$ cat config.mk
export PLATFORM = sky130hd
export DESIGN_NAME = instr_fetch_unit
export DESIGN_NICKNAME = d
export VERILOG_FILES = /design/src/rtl/instr_fetch_unit_pkg.sv /design/src/rtl/instr_fetch_unit_sat_counter.sv /design/src/rtl/instr_fetch_unit.sv
export SDC_FILE = /design/constraint.sdc
export NUM_CORES = 1
export LEC_CHECK = 0
export CAP_MARGIN = 15
export CORE_ASPECT_RATIO = 0.6
export CORE_UTILIZATION = 35
export DETAILED_ROUTE_END_ITERATION = 7
export GPL_TIMING_DRIVEN = 1
export PLACE_DENSITY = 0.68
export SYNTH_ARGS = -nofsm -noshare
export SYNTH_HDL_FRONTEND = slang
export SYNTH_SLANG_ARGS = --single-unit
$ cat constraint.sdc
create_clock -name clk -period 2.28 [get_ports clk]
set_input_delay 0.228 -clock clk [delete_from_list [all_inputs] [get_ports clk]]
set_output_delay 0.228 -clock clk [all_outputs]
set_load 0.05 [all_outputs]
$ cat src/rtl/instr_fetch_unit_pkg.sv
// Shared fetch-unit definitions: state encodings and default geometry.
// Latency: n/a (types and constants only).
// Backpressure: n/a.
package instr_fetch_unit_pkg;

  localparam int IFU_PC_W    = 8;
  localparam int IFU_ADDR_W  = 9;
  localparam int IFU_INSTR_W = 16;
  localparam logic [IFU_PC_W-1:0] IFU_RESET_PC = '0;

  typedef enum logic [2:0] {
    ST_IDLE = 3'd0,
    ST_REQ  = 3'd1,
    ST_RESP = 3'd2,
    ST_HOLD = 3'd3,
    ST_HALT = 3'd4
  } fetch_state_t;

endpackage

$ cat src/rtl/instr_fetch_unit_sat_counter.sv
// Saturating up-counter for performance/retire statistics.
// Latency: count reflects an inc pulse one cycle after the edge that samples it.
// Backpressure: none; increments past all-ones are dropped (count holds).
// Ports: clk, rst (sync, active-low), inc (count enable), count (W-bit value).
module sat_counter #(
  parameter int W = 16
) (
  input  logic         clk,
  input  logic         rst,
  input  logic         inc,
  output logic [W-1:0] count
);

  logic [W-1:0] count_q;
  logic [W-1:0] count_d;

  always_comb begin
    count_d = count_q;
    if (inc && (count_q != {W{1'b1}})) begin
      count_d = count_q + W'(1);
    end
  end

  always_ff @(posedge clk) begin
    if (!rst) begin
      count_q <= '0;
    end else begin
      count_q <= count_d;
    end
  end

  assign count = count_q;

endmodule

$ cat src/rtl/instr_fetch_unit.sv
// Instruction fetch: sequences PC, reads program memory, hands words to the decoder.
// Latency: read issued 1 cycle after entering REQ; instr_valid 2 cycles after imem_en; 3 cycles/instr at best.
// Backpressure: instr_valid/instr_ready; instr and instr_pc hold in HOLD until accepted, no reads issued meanwhile.
// Ports: clk, rst (sync active-low), load_done (memory handed over), imem_en/imem_addr/imem_rdata
//        (sync-read memory port), instr/instr_pc/instr_valid/instr_ready (decoder handshake),
//        redirect_valid/redirect_target (branch), halt/halted, retired_count (saturating).
module instr_fetch_unit
  import instr_fetch_unit_pkg::*;
#(
  parameter int PC_W    = IFU_PC_W,
  parameter int ADDR_W  = IFU_ADDR_W,
  parameter int INSTR_W = IFU_INSTR_W,
  parameter logic [PC_W-1:0] RESET_PC = PC_W'(IFU_RESET_PC)
) (
  input  logic               clk,
  input  logic               rst,
  input  logic               load_done,
  output logic               imem_en,
  output logic [ADDR_W-1:0]  imem_addr,
  input  logic [INSTR_W-1:0] imem_rdata,
  output logic [INSTR_W-1:0] instr,
  output logic [PC_W-1:0]    instr_pc,
  output logic               instr_valid,
  input  logic               instr_ready,
  input  logic               redirect_valid,
  input  logic [PC_W-1:0]    redirect_target,
  input  logic               halt,
  output logic               halted,
  output logic [15:0]        retired_count
);

  fetch_state_t       state_q, state_d;
  logic [PC_W-1:0]    pc_q, pc_d;
  logic [INSTR_W-1:0] instr_q, instr_d;
  logic [PC_W-1:0]    instr_pc_q, instr_pc_d;
  logic               retire;

  // A held instruction retires whenever the decoder takes it, even if a halt or
  // redirect arrives in the same cycle; only losing the memory cancels it.
  assign retire = (state_q == ST_HOLD) && instr_ready && load_done;

  always_comb begin
    state_d    = state_q;
    pc_d       = pc_q;
    instr_d    = instr_q;
    instr_pc_d = instr_pc_q;
    case (state_q)
      ST_IDLE: begin
        if (load_done) begin
          state_d = ST_REQ;
          pc_d    = RESET_PC;
        end
      end
      // HALT is sticky until reset; the memory port is already idle there,
      // so a load_done drop needs no action.
      ST_HALT: state_d = ST_HALT;
      default: begin
        if (!load_done) begin
          state_d = ST_IDLE;
          pc_d    = RESET_PC;
        end else if (halt) begin
          state_d = ST_HALT;
        end else if (redirect_valid) begin
          // Any read in flight belongs to the old path: restart from target.
          state_d = ST_REQ;
          pc_d    = redirect_target;
        end else begin
          case (state_q)
            ST_REQ:  state_d = ST_RESP;
            ST_RESP: begin
              instr_d    = imem_rdata;
              instr_pc_d = pc_q;
              state_d    = ST_HOLD;
            end
            ST_HOLD: begin
              if (instr_ready) begin
                pc_d    = pc_q + PC_W'(1);
                state_d = ST_REQ;
              end
            end
            default: state_d = ST_IDLE;
          endcase
        end
      end
    endcase
  end

  always_ff @(posedge clk) begin
    if (!rst) begin
      state_q    <= ST_IDLE;
      pc_q       <= RESET_PC;
      instr_q    <= '0;
      instr_pc_q <= '0;
    end else begin
      state_q    <= state_d;
      pc_q       <= pc_d;
      instr_q    <= instr_d;
      instr_pc_q <= instr_pc_d;
    end
  end

  // Gated by load_done combinationally so the port releases in the very cycle
  // the loader takes the memory back.
  assign imem_en     = (state_q == ST_REQ) && load_done;
  assign imem_addr   = {{(ADDR_W-PC_W){1'b0}}, pc_q};
  assign instr       = instr_q;
  assign instr_pc    = instr_pc_q;
  assign instr_valid = (state_q == ST_HOLD);
  assign halted      = (state_q == ST_HALT);

  sat_counter #(.W(16)) u_retired (
    .clk   (clk),
    .rst   (rst),
    .inc   (retire),
    .count (retired_count)
  );

endmodule

; Yosys cells after proc, flatten, opt, wreduce, memory -nomap -nowiden
; Cells that the tools add are included.
[word_totals]
ff_bits = 51
in_bits = 30
output_inout_bits = 52
[classes]
add_sub_neg = 2
n_eq_ne = 10
n_mux = 14
n_bitwise = 4
n_reduce_logical = 9
[op_table]
columns = operator, count
row1 = $mux 8, 6
row2 = $add 16x1->16 const B, 1
row3 = $ne 16x16->1 const B, 1
row4 = $pmux 8 s2, 1
row5 = $mux 3, 5
row6 = $reduce_and 5->1, 2
row7 = $pmux 3 s3, 1
row8 = $add 8x1->8 const B, 1
row9 = $ne 4x1->1 const B, 2
row10 = $ne 7x2->1 const B, 1
row11 = $eq 3x2->1 const B, 2
row12 = $pmux 3 s2, 1
row13 = $logic_and 1x1->1, 4
row14 = $not 1->1, 4
row15 = $eq 3x1->1 const B, 1
row16 = $eq 3x3->1 const B, 1
row17 = $logic_not 3->1, 1
row18 = $ne 3x2->1 const B, 1
row19 = $ne 2x2->1 const B, 1
row20 = $reduce_and 2->1, 1
row21 = $reduce_or 2->1, 1

; Longest topological paths before layout
[depth]
depth_word = 7
depth_mapped = 7
ltp_nobuf = 5

; Cells and area by module
; From an unflattened synthesis, not the netlist that was laid out.
[hier_totals]
cells_unflattened = 297
area_unflattened_um2 = 2492.4
[modules_own_cells]
columns = module, instances, cells_per_inst, area_per_inst_um2, seq_area_each_um2
row1 = instr_fetch_unit, 1, 200, 1655.3, 700.7
row2 = sat_counter, 1, 97, 837.1, 320.3

; Least setup slack after synthesis
; No wires, ideal clock.
[synth_timing]
path_type = reg-to-output
from = reg state_q[2]
to = out imem_en
arrival_ns = 2.155
required_time_ns = 2.052
path_slack_ns = -0.103
path_stages_with_launch = 3
n_path_buf = 1
cell_sequence = dfxtp_1 > clkbuf_1 > nor4b_1
[synth_between]
elab_chain_cells = 2
[synth_rtl]
columns = item, line_no
row1 = from (decl), instr_fetch_unit.sv:32  ; fetch_state_t state_q, state_d;
row2 = from (signal assigned), instr_fetch_unit.sv:95  ; state_q <= state_d;
row3 = $eq 3x1->1, instr_fetch_unit.sv:104  ; assign imem_en = (state_q == ST_REQ) && load_done;
row4 = $logic_and 1x1->1, instr_fetch_unit.sv:104
row5 = to (decl), instr_fetch_unit.sv:18  ; output logic imem_en,
; No other way between the ends.

; Worst setup path in the final report
[layout_timing]
from = reg state_q[0]
to = out halted
[layout_between]
elab_chain_cells = 1
[layout_rtl]
columns = item, line_no
row1 = $eq 3x3->1, instr_fetch_unit.sv:109  ; assign halted = (state_q == ST_HALT);
row2 = to (decl), instr_fetch_unit.sv:28  ; output logic halted,
; No other way between the ends.

==> flow_metrics.tcl <==
set metrics [dict create \
    grt_max_degree 38 \
    num_vias 2525 \
    syn-num-nets 332 \
    antenna_found_initial 0 \
    clockBufferDepth 2 \
    crit_arrival_ns 1.93 \
    gp_congestion 0.826 \
    hold_start "instr[2]$_SDFFE_PN0P_" \
    crit_path_start_kind "flip-flop" \
    hpwl_um 4660 \
    cts_tree "yes" \
    grt_usage 0.187 \
    ys.warnings.count 0 \
    crit_type "reg -> out" \
    final_area_um2 3560 \
    final_layout_size_suffix_gt1_frac 0.0888 \
    cap_violations 0 \
    clock-sinks 51 \
    setup_tns_ns 0 \
    boundaryPins 82 \
    synth_area_um2 2400 \
    register_area_um2 1020 \
    fillCellCount 602 \
    vias_per_cell 5.41 \
    layout_common_cells "79 x clkdlybuf4s50_1, 69 x nand2_1, 51 x dfxtp_1" \
    ctsResizeCount 0 \
    row_count 22 \
    n_antenna_cell 0 \
    dpl_cell_area_um2 3360 \
    dr.pass1.iters 4 \
    synth_edf_count 0 \
    ys_seq_elements 51 \
    pwr_density_cell_nw_per_um2 570 \
    area_growth_pct 48.3 \
    multiInputGateArea_um2 1280 \
    start_util 0.377 \
    die-area_um2 7200 \
    grt_pass1_wl_um 10700 \
    hold_violations 0 \
    finalWorstPathRequiredPeriod_ns 2.16 \
    irDropWorstVdd_mv 0.308 \
    max_slew_margin 0.569 \
    clock_skew_ns 0.00425 \
    cpMaxStageDelayCell "clkdlybuf4s50_1" \
    async_reset_ff_frac 0 \
    insertion_delay_ns 0.29 \
    final_nets 414 \
    synth_ff_type "dfxtp_1" \
    root_buffer "clkbuf_16" \
    crit_fanout 10 \
    hp-class "reg -> reg" \
    drtIter0Drc 113 \
    clkTransAtPathRegs_ns 0.07 \
    cp_num_buf_inv 2 \
    hold_buffers 0 \
    final_common_cell "clkdlybuf4s50_1" \
    end_kind "primary output" \
    grt_overflow_total 0 \
    die_h_um 66.1 \
    numCtsBuffers 5 \
    fin_util 0.559 \
    critPathMaxStageDelay_ns 0.79 \
    synth_seq_area_share 0.426 \
    coreArea_um2 6360 \
    fin_crit_sh 0.945 \
    cts_setup_buffers 0 \
    setup_viol 0 \
    slew_viol_final 0 \
    wire_per_inst_um 14.0 \
    rsz0062_at_grt "no" \
    crit_family "buffers and inverters" \
    route.detailed.drc 0 \
    r2r-start "u_retired.count[0]$_SDFFE_PN0P_" \
    cp_cell_sequence "nor2_1, nand2_1, inv_1, clkdlybuf4s50_1" \
    outcome "finished clean" \
    p_leak_uw 0.00119 \
    cp.required_ns 2.05 \
    synth_cell_types 46 \
    die_w_um 109 \
    portBuffers 80 \
    antenna_left 0 \
    tightest_slew_ns 0.642 \
    avgSynthCellArea_um2 8.00 \
    timing.fmax_mhz 464 \
    h-tree-depth 2 \
    wirelength_um 6560 \
    syn_inst 300 \
    crit_start "state_q[0]$_SDFFE_PN0P_" \
    grt_pass1_vias 2269 \
]
==> per-layer routing <==
metal,track usage,routed length (um)
met2,0.292,2790
met4,0.0355,29
met5,0,0
met1,0.261,3160
met3,0.0443,579
==> layout make-up <==
cell class	instances	share of cell area
Clock buffer	5	0.0352
Clock inverter	3	0.0190
Inverter	4	0.00422
Multi-Input combinational cell	224	0.360
Sequential cell	51	0.287
Tap cell	84	0.0295
Timing Repair Buffer	96	0.265
==> state kept, by name (all words and copies together) (netlist names) <==
register and count:
u_retired.count 16, instr 16, state_q 3, instr_pc 8
pc_q 8
==> per-stage QoR <==
step | hold slack, ns | instances | worst slack (ns) | total power, uW
6_report | 0.453 | 467 | 0.125 | 2030
2_1_floorplan | 0.364 | 300 | 0.00181 | 1000
3_5_place_dp | 0.446 | 459 | 0.0374 | 1090
5_1_grt | 0.480 | 467 | 0.0208 | 2100
3_3_place_gp | 0.442 | 459 | 0.0584 | 1090
4_1_cts | 0.455 | 467 | 0.126 | 2050
==> power by group <==
group	internal, uW	switching (uW)	total, uW
Clock	628	329	957
Combinational	82.3	82.4	165
Sequential	895	9.46	905
==> cell usage after synthesis, types with 2 or more instances <==
library cell / count / area, um^2
a22o_1: 2 / 17.5
a2111oi_0: 2 / 17.5
ha_1: 2 / 25.0
mux2i_1: 5 / 50.1
nand2_1: 69 / 259
or3b_2: 2 / 17.5
nor4_1: 4 / 25.0
nand4_1: 11 / 68.8
o2bb2ai_1: 2 / 17.5
inv_1: 3 / 11.3
clkbuf_1: 17 / 63.8
and3_1: 4 / 25.0
or3_1: 4 / 25.0
buf_4: 2 / 15.0
a22oi_1: 2 / 15.0
a21oi_1: 41 / 205
o41ai_1: 3 / 26.3
nand3_1: 10 / 50.1
nor2b_1: 2 / 12.5
nor3_1: 6 / 30.0
nor2_1: 5 / 18.8
nand2b_1: 5 / 31.3
or4_1: 9 / 67.6
nor3b_1: 2 / 15.0
o21ai_0: 7 / 35.0
o31ai_1: 8 / 60.1
nor4b_1: 2 / 17.5
dfxtp_1: 51 / 1020
==> path summary, 6_finish.rpt <==
kind | depth (start not counted) | slack, ns | endpoint
setup / recovery | 4 | 0.12 | halted
hold / removal | 2 | 0.45 | instr[2]$_SDFFE_PN0P_
setup reg to reg | 5 | 0.24 | u_retired.count[14]$_SDFFE_PN0P_
hold reg to reg | 2 | 0.45 | instr[2]$_SDFFE_PN0P_
==> tightest hold or removal path: cells and delay by family (launching register included) <==
family           cells  cell delay, ns
flip-flops           1            0.31
AO/OA/AOI/OAI        1            0.05
AND/OR/NAND/NOR      1            0.05
==> cells by family after synthesis <==
family	synth area share
and+or+nand+nor	0.310
muxes	0.0209
adders and majority gates	0.0104
other	0.00156
xor gates and xnor gates	0.00365
AOI/OAI and AO/OA	0.182
buffers and inverters	0.0459
DFF	0.426
Power figures use the tool's default switching activity.
